===== src/rtl/trace_item_collector.sv =====
// trace_item_collector: captures filtered trace items into a FIFO and
// streams them out as AXI-Stream style packets of PACKET_ITEMS beats.
//
// Ports:
//   clk, rst_n       clock; synchronous active-low reset
//   en               capture enable
//   pc_valid         trace item valid this cycle
//   drop_instr       filter verdict, 1 = discard item
//   pc, instr        item payload
//   flush            pulse: close the current packet early
//   m_tdata          {pc, instr} of the output beat
//   m_tvalid         output beat valid
//   m_tready         consumer ready
//   m_tlast          last beat of the packet
//   fifo_count       items held, including the output beat
//   overflow         sticky: an item was lost while full
//
// Optional feature macro: TRACE_OVERFLOW_MARKER_EN
//   When defined, items lost while full are counted and reported in-band
//   by a marker item {pc = all ones, instr = loss count} as soon as a
//   slot frees up. When undefined no marker logic exists.

module trace_item_collector #(
    parameter int PC_WIDTH     = 64,
    parameter int INSTR_WIDTH  = 32,
    parameter int FIFO_DEPTH   = 16,
    parameter int PACKET_ITEMS = 8
) (
    input  logic                            clk,
    input  logic                            rst_n,
    input  logic                            en,
    input  logic                            pc_valid,
    input  logic                            drop_instr,
    input  logic [PC_WIDTH-1:0]             pc,
    input  logic [INSTR_WIDTH-1:0]          instr,
    input  logic                            flush,
    output logic [PC_WIDTH+INSTR_WIDTH-1:0] m_tdata,
    output logic                            m_tvalid,
    input  logic                            m_tready,
    output logic                            m_tlast,
    output logic [$clog2(FIFO_DEPTH):0]     fifo_count,
    output logic                            overflow
);

    localparam int DW = PC_WIDTH + INSTR_WIDTH;
    localparam int AW = $clog2(FIFO_DEPTH);
    localparam int PW = AW + 1;
    localparam int CW = (PACKET_ITEMS > 1) ? $clog2(PACKET_ITEMS) : 1;

    localparam logic [PW-1:0] DEPTH_P = PW'(FIFO_DEPTH);
    localparam logic [PW-1:0] ONE_P   = PW'(1);
    localparam logic [PW-1:0] ZERO_P  = '0;
    localparam logic [CW-1:0] LAST_C  = CW'(PACKET_ITEMS - 1);
    localparam logic [CW-1:0] ONE_C   = CW'(1);

    // Storage and pointers. Pointers carry one extra wrap bit so that
    // full (difference == depth) and empty (difference == 0) differ.
    logic [DW-1:0] r_mem [FIFO_DEPTH];
    logic [PW-1:0] r_wptr;
    logic [PW-1:0] r_rptr;

    // Packet framing state.
    logic [CW-1:0] r_beat;
    logic          r_flush_pend;
    logic [PW-1:0] r_flush_left;
    logic          r_overflow;

    logic          w_cap;
    logic          w_pop;
    logic          w_valid;
    logic          w_room;
    logic          w_lost;
    logic          w_wr;
    logic          w_last;
    logic          w_flush_hit;
    logic [PW-1:0] w_count;
    logic [PW-1:0] w_left_after;
    logic [PW-1:0] w_pop_p;
    logic [DW-1:0] w_wdata;

    assign w_count = r_wptr - r_rptr;
    assign w_valid = (w_count != ZERO_P);
    assign w_pop   = w_valid && m_tready;
    assign w_cap   = en && pc_valid && !drop_instr;

    // A pop on the same edge frees the slot the write needs.
    assign w_room  = (w_count != DEPTH_P) || w_pop;
    assign w_lost  = w_cap && !w_room;

    assign w_last  = w_valid &&
                     ((r_beat == LAST_C) ||
                      (r_flush_pend && (r_flush_left == ONE_P)));

    // Items that remain after this edge's pop; these are the beats a
    // flush at this edge has to close out.
    assign w_pop_p      = w_pop ? ONE_P : ZERO_P;
    assign w_left_after = w_count - w_pop_p;

    // If the only held beat leaves at the flush edge there is nothing
    // left to terminate, so the flush is treated as ignored.
    assign w_flush_hit  = flush && (w_left_after != ZERO_P);

`ifdef TRACE_OVERFLOW_MARKER_EN
    localparam logic [INSTR_WIDTH-1:0] LOSS_MAX = '1;
    localparam logic [INSTR_WIDTH-1:0] LOSS_ONE = INSTR_WIDTH'(1);

    logic [INSTR_WIDTH-1:0] r_loss;
    logic                   w_mark;

    // A real capture wins the free slot; the marker waits for the
    // next edge with room and no capture.
    assign w_mark  = !w_cap && w_room && (r_loss != '0);
    assign w_wr    = (w_cap && w_room) || w_mark;
    assign w_wdata = w_mark ? {{PC_WIDTH{1'b1}}, r_loss}
                            : {pc, instr};

    always_ff @(posedge clk) begin
        if (!rst_n) begin
            r_loss <= '0;
        end else if (w_mark) begin
            r_loss <= '0;
        end else if (w_lost && (r_loss != LOSS_MAX)) begin
            r_loss <= r_loss + LOSS_ONE;
        end
    end
`else
    assign w_wr    = w_cap && w_room;
    assign w_wdata = {pc, instr};
`endif

    // Payload RAM needs no reset: the output is gated by m_tvalid.
    always_ff @(posedge clk) begin
        if (rst_n && w_wr) begin
            r_mem[r_wptr[AW-1:0]] <= w_wdata;
        end
    end

    always_ff @(posedge clk) begin
        if (!rst_n) begin
            r_wptr <= '0;
            r_rptr <= '0;
        end else begin
            if (w_wr) begin
                r_wptr <= r_wptr + ONE_P;
            end
            if (w_pop) begin
                r_rptr <= r_rptr + ONE_P;
            end
        end
    end

    // Beat counter and flush tracking. A flush snapshots how many items
    // are held and the packet ends after exactly that many beats, so
    // items captured later fall into the following packet.
    always_ff @(posedge clk) begin
        if (!rst_n) begin
            r_beat       <= '0;
            r_flush_pend <= 1'b0;
            r_flush_left <= '0;
        end else begin
            if (w_pop) begin
                if (w_last) begin
                    r_beat       <= '0;
                    r_flush_pend <= 1'b0;
                end else begin
                    r_beat <= r_beat + ONE_C;
                    if (r_flush_pend) begin
                        r_flush_left <= r_flush_left - ONE_P;
                    end
                end
            end
            if (w_flush_hit) begin
                r_flush_pend <= 1'b1;
                r_flush_left <= w_left_after;
            end
        end
    end

    always_ff @(posedge clk) begin
        if (!rst_n) begin
            r_overflow <= 1'b0;
        end else if (w_lost) begin
            r_overflow <= 1'b1;
        end
    end

    assign m_tvalid   = w_valid;
    assign m_tdata    = w_valid ? r_mem[r_rptr[AW-1:0]] : '0;
    assign m_tlast    = w_last;
    assign fifo_count = w_count;
    assign overflow   = r_overflow;

endmodule


===== config.mk =====
export PLATFORM = sky130hd
export DESIGN_NAME = trace_item_collector
export DESIGN_NICKNAME = d
export VERILOG_FILES = /design/src/rtl/trace_item_collector.sv
export SDC_FILE = /design/constraint.sdc
export NUM_CORES = 1
export LEC_CHECK = 0
export ABC_CLOCK_PERIOD_IN_PS = 12600
export BUFFER_PORTS_ARGS = -buffer_cell sky130_fd_sc_hd__buf_2
export CAP_MARGIN = 40
export CORE_UTILIZATION = 40
export DETAILED_ROUTE_END_ITERATION = 10
export GPL_ROUTABILITY_DRIVEN = 0
export PLACE_DENSITY = 0.54
export REMOVE_ABC_BUFFERS = 1
export SLEW_MARGIN = 40
export SYNTH_ARGS = -nofsm -noshare
export SYNTH_HDL_FRONTEND = slang
export SYNTH_SLANG_ARGS = --single-unit

===== constraint.sdc =====
create_clock -name clk -period 12.6 [get_ports clk]
set_input_delay 0.63 -clock clk [delete_from_list [all_inputs] [get_ports clk]]
set_output_delay 0.63 -clock clk [all_outputs]
set_load 0.005 [all_outputs]

# Word-level counts from Yosys, hierarchy flattened
# Memory sizes are Yosys's and may differ from the RTL's. A register that Yosys moved wholly into a read port is not among the register bits.
# Index checks and enable logic that the tools add are counted.
# word_totals
regBits	20
ram_bits	1536
in_bits	103
output_inout_bits	104
word_cells	51
mem_count	1
# op_classes
n_addsub	6
n_eq_ne	4
muxes	14
n_reduce_logical	20
# memory_table
memory	words	word_bits	rd	rd_ports_with_merged_regs	write_ports	line	text
r_mem	16	96	1	1	1	58	logic [DW-1:0] r_mem [FIFO_DEPTH];
# ops
operator	count
96-bit two-way mux	1
5-bit two-way mux	4
5-bit by 1-bit adder with 5-bit output, second input constant	2
5-bit nonzero test	2
1-bit logical AND	9
4-bit two-way mux	2
1-bit two-way mux	6
2-bit nonzero test	3
5-bit by 1-bit equality test with 1-bit output, second input constant	1
5-bit inequality test, second input constant	1
5-bit by 1-bit subtractor with 5-bit output	1
5-bit by 1-bit subtractor with 5-bit output, second input constant	1
5-bit subtractor	1
3-bit by 1-bit adder with 3-bit output, second input constant	1
3-bit equality test, second input constant	1
3-bit two-way mux	1
3-bit AND reduction	1
1-bit zero test	2
1-bit logical OR	2
2-bit by 1-bit inequality test with 1-bit output, second input constant	1
2-bit AND reduction	1

# Depth between registers and ports, before layout
# depth
word_depth	9
depth_mapped	17

# Worst setup path before layout
# Ideal clock, no wire load.
# synth_timing
kind	reg2reg
from	reg r_wptr[0]
to	mem r_mem[0][0] in the netlist's numbering, enable pin
setup_time_ps	786
arrival_ps	11032
setup_slack_ps	782
path_stages_with_launch	11
n_path_buf	0
period_less_slack_ps	11818
path_cell_list	dfxtp_1 -> inv_1 -> ha_1 -> inv_1 -> fa_1 -> a21o_1 -> a21oi_4 -> xor2_4 -> or3_1 -> nand2_1 -> nor4_1
# synth_between
elab_chain_cells	8
elab_cells_between_ends	9
# synth_lines
element	line	text
start, declared	59	logic [PW-1:0] r_wptr;
start signal, assigned	144	r_wptr <= r_wptr + ONE_P;
5-bit subtractor	81	assign w_count = r_wptr - r_rptr;
5-bit nonzero test	82	assign w_valid = (w_count != ZERO_P);
1-bit logical AND	83	assign w_pop = w_valid && m_tready;
1-bit logical OR	87	assign w_room = (w_count != DEPTH_P) || w_pop;
1-bit logical AND	127	assign w_wr = w_cap && w_room;
1-bit logical AND	133	if (rst_n && w_wr) begin
1-bit two-way mux	133	
1-bit two-way mux (not written as such)	134	r_mem[r_wptr[AW-1:0]] <= w_wdata;
end, declared	58	
# Parallel ways exist; a longest one is shown, timed or not.

# Worst setup path after layout
# layout_timing
from	reg r_wptr[0]
to	mem r_mem[6][59] in the netlist's numbering, enable pin
# The elaborated chain is that of the path after synthesis.

==> report_table.html <==
<table>
<tr><th>Metric</th><th>Value</th></tr>
<tr><th colspan="2">Floorplanning</th></tr>
<tr><td>Total number of placement rows</td><td>141</td></tr>
<tr><td>Vertical die dimension</td><td>388 µm</td></tr>
<tr><td>Die area</td><td>151,000 µm²</td></tr>
<tr><td>Area of the core</td><td>148,000 µm²</td></tr>
<tr><td>Initial Utilization</td><td>0.404</td></tr>
<tr><td>Boundary Pins</td><td>207</td></tr>
<tr><td>Die span in x</td><td>388 µm</td></tr>
<tr><th colspan="2">Power</th></tr>
<tr><td>Seq pwr share</td><td>0.435</td></tr>
<tr><td>Switching fraction of total power</td><td>0.263</td></tr>
<tr><td>Cell Pwr Density</td><td>194 nW/µm²</td></tr>
<tr><td>Part of the total power dissipated in combinational logic</td><td>0.230</td></tr>
<tr><td>Internal power component</td><td>9.79 mW</td></tr>
<tr><td>Static leakage power</td><td>20.9 nW</td></tr>
<tr><td>Highest ir drop seen on vdd</td><td>0.166 mV</td></tr>
<tr><td>Switching component of the power</td><td>3.49 mW</td></tr>
<tr><td>Fraction of power consumed by the clock network</td><td>0.334</td></tr>
<tr><th colspan="2">Global routing</th></tr>
<tr><td>Initial antenna violation count</td><td>37</td></tr>
<tr><td>Overflow after GRT</td><td>0</td></tr>
<tr><td>Number of global-route vias before repair</td><td>28,900</td></tr>
<tr><td>Maximum number of pins on one net before global-route repair</td><td>76</td></tr>
<tr><td>Total Routing Usage GR</td><td>0.188</td></tr>
<tr><td>Wire length of the first global-routing pass</td><td>204 mm</td></tr>
<tr><th colspan="2">Yosys</th></tr>
<tr><td>Number of synthesis warnings</td><td>0</td></tr>
<tr><td>Netlist area before placement</td><td>59,700 µm²</td></tr>
<tr><td>Number of flip-flops and latches in the synthesized netlist</td><td>1,560</td></tr>
<tr><td>Average cell area after synthesis</td><td>24.6 µm²</td></tr>
<tr><td>Sequential area share after synthesis</td><td>0.781</td></tr>
<tr><td>Synthesized netlist cell count</td><td>2,421</td></tr>
<tr><td>EDFF count, synth</td><td>1,536</td></tr>
<tr><td>Share of flip-flops with an asynchronous set or reset</td><td>0</td></tr>
<tr><td>Ys flop type</td><td>edfxtp_1</td></tr>
<tr><td>Distinct cells, synth</td><td>50</td></tr>
<tr><th colspan="2">Setup path</th></tr>
<tr><td>CP required</td><td>12.99 ns</td></tr>
<tr><td>Worst path bufs/invs</td><td>4</td></tr>
<tr><td>Worst-path cell chain</td><td>inv_1 &gt; ha_1 &gt; inv_1 &gt; fa_1 &gt; a21o_1 &gt; a21oi_4 &gt; xor2_4 &gt; o31a_1 &gt; nand3_1 &gt; nor2_4 &gt; buf_6 &gt; buf_4</td></tr>
<tr><td>Slowest cell on the critical path</td><td>buf_4</td></tr>
<tr><td>Worst path max stage delay</td><td>0.79 ns</td></tr>
<tr><td>Data arrival time of the worst path</td><td>5.75 ns</td></tr>
<tr><td>Reg2reg start</td><td>r_wptr[0]$_SDFFE_PN0P_</td></tr>
<tr><td>R2r setup slk</td><td>7.24 ns</td></tr>
<tr><td>Top cell by count, worst path</td><td>inv_1</td></tr>
<tr><td>Startpoint-to-endpoint class of the critical path</td><td>reg2reg</td></tr>
<tr><td>Crit-path leading delay family</td><td>buffers and inverters</td></tr>
<tr><td>Maximum fanout along the worst path</td><td>40</td></tr>
<tr><td>Critical Path Source</td><td>r_wptr[0]$_SDFFE_PN0P_</td></tr>
<tr><td>Critical register-to-register path endpoint</td><td>r_mem[6][59]$_DFFE_PP_</td></tr>
<tr><td>Critical Path Start Type</td><td>flip-flop</td></tr>
<tr><td>Worst Reg2Reg Path Length in Cells</td><td>12</td></tr>
<tr><td>Crit end category</td><td>flip-flop</td></tr>
<tr><th colspan="2">Timing</th></tr>
<tr><td>Number of setup violations in the final report</td><td>0</td></tr>
<tr><td>Post-Route Skew</td><td>0.0273 ns</td></tr>
<tr><td>Slew HR</td><td>0.442</td></tr>
<tr><td>Post-route setup TNS</td><td>0 ns</td></tr>
<tr><td>Unrepaired setup endpoints after global routing</td><td>no</td></tr>
<tr><td>Worst Tran Pin Value</td><td>0.837 ns</td></tr>
<tr><td>Fmax</td><td>187 MHz</td></tr>
<tr><td>Final worst-path cycle share</td><td>0.425</td></tr>
<tr><td>Final-report hold violation count</td><td>0</td></tr>
<tr><td>Clock period minus worst slack</td><td>5.36 ns</td></tr>
<tr><td>Final slew viol count</td><td>0</td></tr>
<tr><th colspan="2">Clock tree</th></tr>
<tr><td>Clock transition at the registers of the reported paths</td><td>0.05 ns</td></tr>
<tr><td>Maximum buffer depth of the clock tree</td><td>3</td></tr>
<tr><td>Number of CTS-inserted buffers</td><td>162</td></tr>
<tr><td>Number of H-tree branching levels</td><td>4</td></tr>
<tr><td>Post-cts sizing count</td><td>0</td></tr>
<tr><td>Number of buffers inserted to repair setup after CTS</td><td>0</td></tr>
<tr><td>Sinks on the clock net</td><td>1,560</td></tr>
<tr><td>CTS Root Cell</td><td>clkbuf_16</td></tr>
<tr><td>Quantity of hold-fixing buffers added after cts</td><td>0</td></tr>
<tr><td>Clk Latency, worst-skew pair</td><td>0.78 ns</td></tr>
<tr><td>TritonCTS clock tree</td><td>done</td></tr>
<tr><th colspan="2">Route</th></tr>
<tr><td>Total wire length after detailed routing</td><td>140 mm</td></tr>
<tr><td>Post-route ant nets</td><td>0</td></tr>
<tr><td>Iteration count of the initial detailed-routing pass</td><td>6</td></tr>
<tr><td>Wire length per cell after detailed routing</td><td>29.2 µm</td></tr>
<tr><td>DRC</td><td>0</td></tr>
<tr><td>Iteration-0 DRC Markers</td><td>2,059</td></tr>
<tr><td>Detail-routed via count per cell</td><td>5.58</td></tr>
<tr><td>Overall via count from detail_route</td><td>26,700</td></tr>
<tr><th colspan="2">Worst hold path</th></tr>
<tr><td>Hold path startpoint</td><td>drop_instr</td></tr>
<tr><td>Hold path cells</td><td>3</td></tr>
<tr><td>Type of the tightest min-delay check</td><td>in2reg</td></tr>
<tr><td>Endpoint with the worst hold slack</td><td>overflow$_SDFFE_PN0P_</td></tr>
<tr><th colspan="2">Placed design</th></tr>
<tr><td>Total placed cells including tap cells</td><td>4,491</td></tr>
<tr><td>Estimated wirelength of the detail-placed design</td><td>74.8 mm</td></tr>
<tr><td>Total of buffers placed on input and output ports</td><td>206</td></tr>
<tr><th colspan="2">Job</th></tr>
<tr><td># Max-Cap Violations</td><td>0</td></tr>
<tr><th colspan="2">Final layout</th></tr>
<tr><td>Area growth syn-to-layout</td><td>14.7%</td></tr>
<tr><td>Final design utilization</td><td>0.463</td></tr>
<tr><td>Proportion of layout cells with a drive suffix above 1</td><td>0.348</td></tr>
<tr><td>Final #Nets</td><td>2,846</td></tr>
<tr><td>Number of standard cells in the layout, taps in and fillers out</td><td>4,787</td></tr>
<tr><th colspan="2">Outcome</th></tr>
<tr><td>Outcome</td><td>finished clean</td></tr>
</table>
[power groups by stage]
stage	combinational [mW]	clock (mW)	sequential (mW)
3_3_place_gp	3.06	0	5.92
3_5_place_dp	3.15	0	5.90
4_1_cts	3.16	4.55	5.79
5_1_grt	3.32	4.74	5.78
6_report	3.06	4.44	5.78
2_1_floorplan	2.69	0	6.20
[final cells by class]
type	instances	area [µm²]
antenna	6	15.0
clock buffer	208	4340
clock inverter	80	564
fill	12100	79400
inverter	18	70.1
multi-input combinational	719	12600
sequential	1560	46600
tap	1930	2410
timing repair buffer	266	1810
[worst register-to-register path: stages, from the launching register on]
cell and delay (ns):
dfxtp_1 0.35, inv_1 0.14, ha_1 0.20, inv_1 0.06
fa_1 0.42, a21o_1 0.21, a21oi_4 0.21, xor2_4 0.38
o31a_1 0.45, nand3_1 0.41, nor2_4 0.73, buf_6 0.59
buf_4 0.81
[synthesized netlist by cell type, types with 2 or more instances]
library cell	count	area (µm²)
edfxtp_1	1536	46100
mux4_2	480	10800
and2_1	96	601
clkbuf_1	76	285
buf_2	47	235
dfxtp_1	24	480
nor2_1	21	78.8
inv_1	17	63.8
ha_1	15	188
nand2_1	15	56.3
a21oi_1	14	70.1
xnor2_1	10	87.6
nand3_1	9	45.0
o21ai_0	7	35.0
mux2i_1	5	50.1
nor4_1	5	31.3
nand4_1	4	25.0
a21o_1	3	22.5
or3_1	3	18.8
nand2b_1	2	12.5
nand3b_1	2	15.0
nor3_1	2	10.0
[layer usage]
metal  wire length, µm  up-vias  GRT usage  share of wire
met2             70300      750      0.310           0.50
met4              2570       26     0.0459          0.018
li1                  -    11100          -              -
met5               173        -          0         0.0012
met1             58500    14700      0.254           0.42
met3              8140      195     0.0402          0.058
[how the worst max path moves through the flow]
| stage | to | cells after the start |
|---|---|---|
| floorplan | m_tdata[0] | 3 |
| global placement | r_mem[9][25]$_DFFE_PP_ | 12 |
| detailed placement | r_mem[6][74]$_DFFE_PP_ | 12 |
| CTS | r_mem[6][7]$_DFFE_PP_ | 12 |
| global route | r_mem[6][89]$_DFFE_PP_ | 12 |
| finish | r_mem[6][59]$_DFFE_PP_ | 12 |
[through the flow]
step	instance area, µm²	setup slack (ns)	hold WS, ns	power, mW
finish	68400	7.24	0.179	13.3
global route	68400	6.94	0.162	13.8
CTS	68300	6.98	0.125	13.5
detailed placement	63400	7.00	0.451	9.05
global placement	63100	6.97	0.443	8.98
floorplan	59100	-5.00	0.436	8.89
[layout by cell type, fill, tap and decap left out, types with 6 or more instances in the layout]
cell | Yosys | layout
edfxtp_1 | 1536 | 1536
mux4_2 | 480 | 480
buf_2 | 47 | 206
clkbuf_16 | 0 | 166
and2_1 | 96 | 96
clkbuf_1 | 76 | 39
clkinv_1 | 0 | 38
buf_6 | 1 | 32
clkinv_2 | 0 | 25
dfxtp_1 | 24 | 20
inv_1 | 17 | 17
nand2_1 | 15 | 15
ha_1 | 15 | 15
buf_4 | 0 | 15
a21oi_1 | 14 | 14
nor2_4 | 0 | 12
xnor2_1 | 10 | 10
nor2_1 | 21 | 9
nand3_1 | 9 | 9
o21ai_0 | 7 | 7
buf_12 | 0 | 7
diode_2 | 0 | 6
buf_16 | 0 | 6
[flip-flops by register name, indices dropped and copies added (netlist names), named ones only]
register and flops:
r_mem 1536, r_flush_left 5, r_rptr 5, r_wptr 5, r_beat 3, overflow 1
r_flush_pend 1
[logic make-up after synthesis]
group                      share of synthesized area
adders and majority gates                    0.00348
DFF                                            0.781
buffers and inverters                         0.0101
xor gates and xnor gates                     0.00245
muxes                                          0.182
and+or+nand+nor                               0.0158
AOI/OAI and AO/OA                            0.00480
Note: power is estimated with default switching activity, not from simulation.
